File: config.mk
export PLATFORM = sky130hd
export DESIGN_NAME = tickgen_multi
export DESIGN_NICKNAME = d
export VERILOG_FILES = /design/src/rtl/tickgen_pkg.sv /design/src/rtl/tickgen_chan.sv /design/src/rtl/tickgen_multi.sv
export SDC_FILE = /design/constraint.sdc
export NUM_CORES = 2
export LEC_CHECK = 0
export BUFFER_PORTS_ARGS = -buffer_cell sky130_fd_sc_hd__clkbuf_2
export CELL_PAD_IN_SITES_DETAIL_PLACEMENT = 1
export CELL_PAD_IN_SITES_GLOBAL_PLACEMENT = 2
export CORE_ASPECT_RATIO = 1.25
export CORE_MARGIN = 4
export CORE_UTILIZATION = 39
export CTS_BUF_LIST = sky130_fd_sc_hd__clkbuf_16
export CTS_CLUSTER_DIAMETER = 150
export DETAILED_ROUTE_END_ITERATION = 10
export GPL_TIMING_DRIVEN = 0
export HOLD_SLACK_MARGIN = 0.03
export PLACE_DENSITY = 0.89
export SETUP_SLACK_MARGIN = 0.4
export SLEW_MARGIN = 20
export SYNTH_ARGS = -nofsm -noshare
export SYNTH_HDL_FRONTEND = slang
export SYNTH_SLANG_ARGS = --single-unit
File: constraint.sdc
create_clock -name clk -period 5.2 [get_ports clk]
set_input_delay 0.52 -clock clk [delete_from_list [all_inputs] [get_ports clk]]
set_output_delay 0.52 -clock clk [all_outputs]
set_load 0.005 [all_outputs]
File: src/rtl/tickgen_pkg.sv
// Shared constants and types for the multi-channel tick generator.
// Config select encoding and the default period helper.
package tickgen_pkg;

  typedef enum logic [1:0] {
    CFG_PERIOD = 2'd0,
    CFG_WIDTH  = 2'd1,
    CFG_PHASE  = 2'd2,
    CFG_RSVD   = 2'd3
  } cfg_sel_t;

  localparam int DEF_CLK_HZ = 12000000;

  function automatic int def_period(input int clk_hz);
    return clk_hz - 1;
  endfunction

endpackage

File: src/rtl/tickgen_chan.sv
// One tick/pulse channel: counter, shadow/active config,
// width counter and registered tick/pulse outputs.
module tickgen_chan
  import tickgen_pkg::*;
#(
  parameter int              CW      = 24,
  parameter logic [CW-1:0]   RST_PER = '1
) (
  input  logic          clk,
  input  logic          rst,
  input  logic          en,
  input  logic          sync,
  input  logic          wr_per,
  input  logic          wr_wid,
  input  logic          wr_pha,
  input  logic [CW-1:0] wdata,
  output logic          tick,
  output logic          pulse,
  output logic          half_o
);

  logic [CW-1:0] cnt_q, cnt_d;
  logic [CW-1:0] per_sh_q, per_sh_d;
  logic [CW-1:0] wid_sh_q, wid_sh_d;
  logic [CW-1:0] pha_sh_q, pha_sh_d;
  logic [CW-1:0] per_act_q, per_act_d;
  logic [CW-1:0] wid_act_q, wid_act_d;
  logic [CW-1:0] wcnt_q, wcnt_d;
  logic [CW-1:0] pha_cl;
  logic          tick_q, tick_d;
  logic          pulse_q, pulse_d;
  logic          wrap;

  always_comb begin
    per_sh_d  = wr_per ? wdata : per_sh_q;
    wid_sh_d  = wr_wid ? wdata : wid_sh_q;
    pha_sh_d  = wr_pha ? wdata : pha_sh_q;
    wrap      = en && (cnt_q == per_act_q);
    tick_d    = wrap;
    per_act_d = per_act_q;
    wid_act_d = wid_act_q;
    if (wrap) begin
      per_act_d = per_sh_q;
      wid_act_d = wid_sh_q;
    end
    // clamp against the period that will be live after this edge
    pha_cl = (pha_sh_q > per_act_d) ? per_act_d : pha_sh_q;
    if (!en)
      cnt_d = '0;
    else if (sync)
      cnt_d = pha_cl;
    else if (wrap)
      cnt_d = '0;
    else
      cnt_d = cnt_q + 1'b1;
    if (!en)
      wcnt_d = '0;
    else if (wrap)
      wcnt_d = wid_act_d;
    else if (wcnt_q != '0)
      wcnt_d = wcnt_q - 1'b1;
    else
      wcnt_d = '0;
    pulse_d = (wcnt_d != '0);
  end

  always_ff @(posedge clk) begin
    if (rst) begin
      cnt_q     <= '0;
      per_sh_q  <= RST_PER;
      wid_sh_q  <= CW'(1);
      pha_sh_q  <= '0;
      per_act_q <= RST_PER;
      wid_act_q <= CW'(1);
      wcnt_q    <= '0;
      tick_q    <= 1'b0;
      pulse_q   <= 1'b0;
    end else begin
      cnt_q     <= cnt_d;
      per_sh_q  <= per_sh_d;
      wid_sh_q  <= wid_sh_d;
      pha_sh_q  <= pha_sh_d;
      per_act_q <= per_act_d;
      wid_act_q <= wid_act_d;
      wcnt_q    <= wcnt_d;
      tick_q    <= tick_d;
      pulse_q   <= pulse_d;
    end
  end

  assign tick   = tick_q;
  assign pulse  = pulse_q;
  assign half_o = (cnt_q > (per_act_q >> 1));

endmodule

File: src/rtl/tickgen_multi.sv
// Multi-channel programmable tick/pulse generator top:
// config decode, ack, sync fan-out and ch0 heartbeat LED.
module tickgen_multi
  import tickgen_pkg::*;
#(
  parameter int CLK_HZ = DEF_CLK_HZ,
  parameter int NCH    = 4,
  parameter int CW     = 24
) (
  input  logic           clk,
  input  logic           rst,
  input  logic           en,
  input  logic           sync,
  input  logic           cfg_we,
  input  logic [2:0]     cfg_ch,
  input  logic [1:0]     cfg_sel,
  input  logic [CW-1:0]  cfg_data,
  output logic           cfg_ack,
  output logic [NCH-1:0] tick,
  output logic [NCH-1:0] pulse,
  output logic           led
);

  localparam logic [CW-1:0]  RST_PER  = CW'(def_period(CLK_HZ));
  localparam logic [NCH-1:0] LED_MASK = NCH'(1);

  cfg_sel_t       sel;
  logic [NCH-1:0] wr_per, wr_wid, wr_pha;
  logic [NCH-1:0] half;
  logic           ack_q, ack_d;
  logic           led_q, led_d;

  assign sel = cfg_sel_t'(cfg_sel);

  for (genvar i = 0; i < NCH; i++) begin : g_ch
    assign wr_per[i] = cfg_we && (cfg_ch == 3'(i)) && (sel == CFG_PERIOD);
    assign wr_wid[i] = cfg_we && (cfg_ch == 3'(i)) && (sel == CFG_WIDTH);
    assign wr_pha[i] = cfg_we && (cfg_ch == 3'(i)) && (sel == CFG_PHASE);

    tickgen_chan #(
      .CW      (CW),
      .RST_PER (RST_PER)
    ) u_chan (
      .clk    (clk),
      .rst    (rst),
      .en     (en),
      .sync   (sync),
      .wr_per (wr_per[i]),
      .wr_wid (wr_wid[i]),
      .wr_pha (wr_pha[i]),
      .wdata  (cfg_data),
      .tick   (tick[i]),
      .pulse  (pulse[i]),
      .half_o (half[i])
    );
  end

  always_comb begin
    ack_d = cfg_we;
    led_d = en && ((half & LED_MASK) != '0);
  end

  always_ff @(posedge clk) begin
    if (rst) begin
      ack_q <= 1'b0;
      led_q <= 1'b0;
    end else begin
      ack_q <= ack_d;
      led_q <= led_d;
    end
  end

  assign cfg_ack = ack_q;
  assign led     = led_q;

endmodule

==> results.json <==
{
  "cts_root_buf": "clkbuf_16",
  "vias": 25800,
  "yosysTopAreaCellShare_pct": 40.5,
  "drive_gt1_share_pct": 6.85,
  "cts_tree": "yes",
  "grt.total_usage_pct": 26.4,
  "path_clk_slew_ns": 0.06,
  "vias_per_cell": 5.50,
  "ys.warnings.count": 0,
  "dieWidth_um": 252,
  "synth_area_leaders": "dfxtp_1, nand2_1, a21oi_1, ha_1, mux2i_1",
  "hold_slack_ns": 0.111,
  "setup_viol": 0,
  "ys_types": 55,
  "fin_nets": 3834,
  "fin_area_um2": 32700,
  "slew_headroom_pct": 20.4,
  "wirelength_mm": 107,
  "synthAdderAreaFrac_pct": 5.66,
  "p_per_area_nw_per_um2": 437,
  "crit_required_ns": 5.68,
  "grt_pass1_wl_mm": 160,
  "synthCells": 3552,
  "setup_slack_ns": 0.553,
  "crit_type": "flip-flop to flip-flop",
  "die_h_um": 313,
  "yosysSeqAreaShare_pct": 40.5,
  "coreArea_um2": 73500,
  "wire_per_inst_um": 22.9,
  "slew_viol_final": 0,
  "worstPathMaxFanout": 10,
  "cts_buffers": 61,
  "synth_nets": 3717,
  "dp_hpwl_mm": 78.1,
  "first_iter_violations": 1609,
  "synth_xor_area_share_pct": 8.13,
  "htree_levels": 2,
  "synth_ff_type": "dfxtp_1",
  "worstMarginPinSlew_ns": 1.19,
  "netlist_area_um2": 29000,
  "rsz0062_at_grt": "false",
  "status": "finished clean",
  "ys_ff_latch": 586,
  "gp_routability_congestion": 0.895,
  "clock_skew_ns": 0.0235,
  "antenna_found_initial": 4,
  "synth_edf_count": 0,
  "post-place-ws_ns": -0.546,
  "std_cell_rows": 111,
  "synth.most_common_cell": "nand2_1",
  "period_share_pct": 89.4,
  "hold_path_class": "input port to flip-flop",
  "start_util_pct": 39.4,
  "async_flop_share_pct": 0,
  "cp-start-kind": "flip-flop",
  "cap_violations": 0,
  "end_kind": "flip-flop",
  "die-area_um2": 78700,
  "drc": 0,
  "hold_viol": 0,
  "synth_top_family_by_area": "simple AND/OR/NAND/NOR gates",
  "synthTopCellsByCount": "nand2_1, dfxtp_1, a21oi_1",
  "io_buffers": 42,
  "yosys.area.top_type": "dfxtp_1",
  "max_freq_mhz": 215,
  "clkSinkCount": 586,
  "ant_nets": 0,
  "syn2layout_area_growth_pct": 12.8,
  "drt_first_pass_iters": 5,
  "fin_util_pct": 44.5,
  "ir_worst_vdd_mv": 0.271,
  "ios": 44,
  "grt_max_degree": 16,
  "arrival_ns": 5.13,
  "clk-insertion-delay-late_ns": 0.65,
  "yosys-mux-area-fraction_pct": 6.42,
  "finalCriticalPeriod_ns": 4.65,
  "tns_ns": 0,
  "placed_cell_area_um2": 30500,
  "overflow": 0,
  "p_leak_nw": 13.1,
  "syn_area_per_cell_um2": 8.16,
  "synth_compound_area_share_pct": 10.8,
  "yosys.area_share.simple_pct": 23.8,
  "grt_pass1_vias": 26300,
  "clockBufferDepth": 3
}
## critical path: stages, from the launching register on
cell and delay, ns:
dfxtp_1 0.38, xnor2_1 0.30, nand4_1 0.13, or4_1 0.55
or2_2 0.32, buf_2 0.24, buf_6 0.21, mux2i_2 0.28
ha_1 0.30, a21o_1 0.17, a21o_1 0.17, a21oi_1 0.13
o21ai_0 0.14, a2111oi_2 0.37, a21oi_2 0.18, buf_4 0.25
mux2i_1 0.22, o22ai_1 0.12
## layout make-up
class	instances	area (um^2)
fill	8859	40800
multi-input combinational	2621	16000
sequential	586	11700
clock buffer	63	1580
tap	960	1200
buffer	212	906
inverter	133	499
clock inverter	52	425
timing repair buffer	54	340
antenna	1	2.50
## timing repair
action	CTS	global route
setup endpoints to repair	87	84
buffers inserted	5	4
pin swaps	3	6
hold buffers	0	0
cloned	0	0
resized for setup	17	29
## registers in the layout, summed over array words and instances, names as in the netlist, 4 cells and up
| signal | count |
|---|---|
| g_ch.u_chan.cnt_q | 96 |
| g_ch.u_chan.per_act_q | 96 |
| g_ch.u_chan.per_sh_q | 96 |
| g_ch.u_chan.pha_sh_q | 96 |
| g_ch.u_chan.pulse | 4 |
| g_ch.u_chan.tick | 4 |
| g_ch.u_chan.wcnt_q | 96 |
| g_ch.u_chan.wid_sh_q | 96 |
## per-layer routing
metal  GRT usage, %  share of wire, %  wire [um]
met3           3.40               4.6       4930
met5              0             0.013         14
met4           10.8               4.7       5080
met1           32.1                42      44600
met2           47.0                49      52800
## per-stage QoR
step,cells,power (W)
floorplan,3552,0.00865
global placement,4554,0.00976
detailed placement,4557,0.00982
CTS,4677,0.0144
global route,4681,0.0152
finish,4682,0.0143
## path summary, 6_finish.rpt
path,start,slack (ns),to,cells past startpoint
hold reg to reg,g_ch[1].u_chan.per_sh_q[15],0.46,g_ch[1].u_chan.per_sh_q[15],2
setup reg to reg,g_ch[0].u_chan.cnt_q[1],0.55,g_ch[0].u_chan.cnt_q[4],17
hold / removal,cfg_we,0.11,cfg_ack,2
setup / recovery,g_ch[0].u_chan.cnt_q[1],0.55,g_ch[0].u_chan.cnt_q[4],17
## cells by family (layout without fill, tap and decap cells)
group,count (synthesis),after routing
xor gates and xnor gates,268,268
AOI/OAI and AO/OA,554,554
adders and majority gates,131,131
DFF,586,586
muxes,183,183
other,0,1
and+or+nand+nor,1485,1485
buffers and inverters,345,514
## report_power, final
part / leakage [nW] / total, W / switching [W] / internal [W]
combinational: 7.37 / 0.00463 / 0.00283 / 0.00180
sequential: 4.74 / 0.00512 / 0.000319 / 0.00480
clock: 1.00 / 0.00451 / 0.00198 / 0.00253
## cell usage in the layout (no fill, tap or decap), types with 6 or more instances in the layout
cell type / instances
and3_1: 21
xnor2_1: 132
and4_1: 7
o21ai_0: 32
a21o_1: 44
buf_4: 21
or2_2: 11
mux2i_2: 6
nor4_1: 49
nand2b_1: 75
clkbuf_16: 63
a21boi_0: 10
inv_1: 139
a21oi_1: 331
mux2i_1: 154
mux2_2: 23
a31oi_1: 6
dfxtp_1: 583
nand3_1: 58
nand4_1: 70
o22ai_1: 89
bufinv_16: 7
clkbuf_2: 57
nor2b_1: 16
nand3b_1: 74
clkinv_2: 14
clkbuf_1: 161
nor2_1: 148
xor2_1: 134
clkinv_1: 18
ha_1: 131
or4_1: 14
nor3_1: 46
buf_2: 13
or3_1: 22
and2_1: 18
nand2_1: 837
o31ai_1: 12
(Power assumes the default switching activity.)
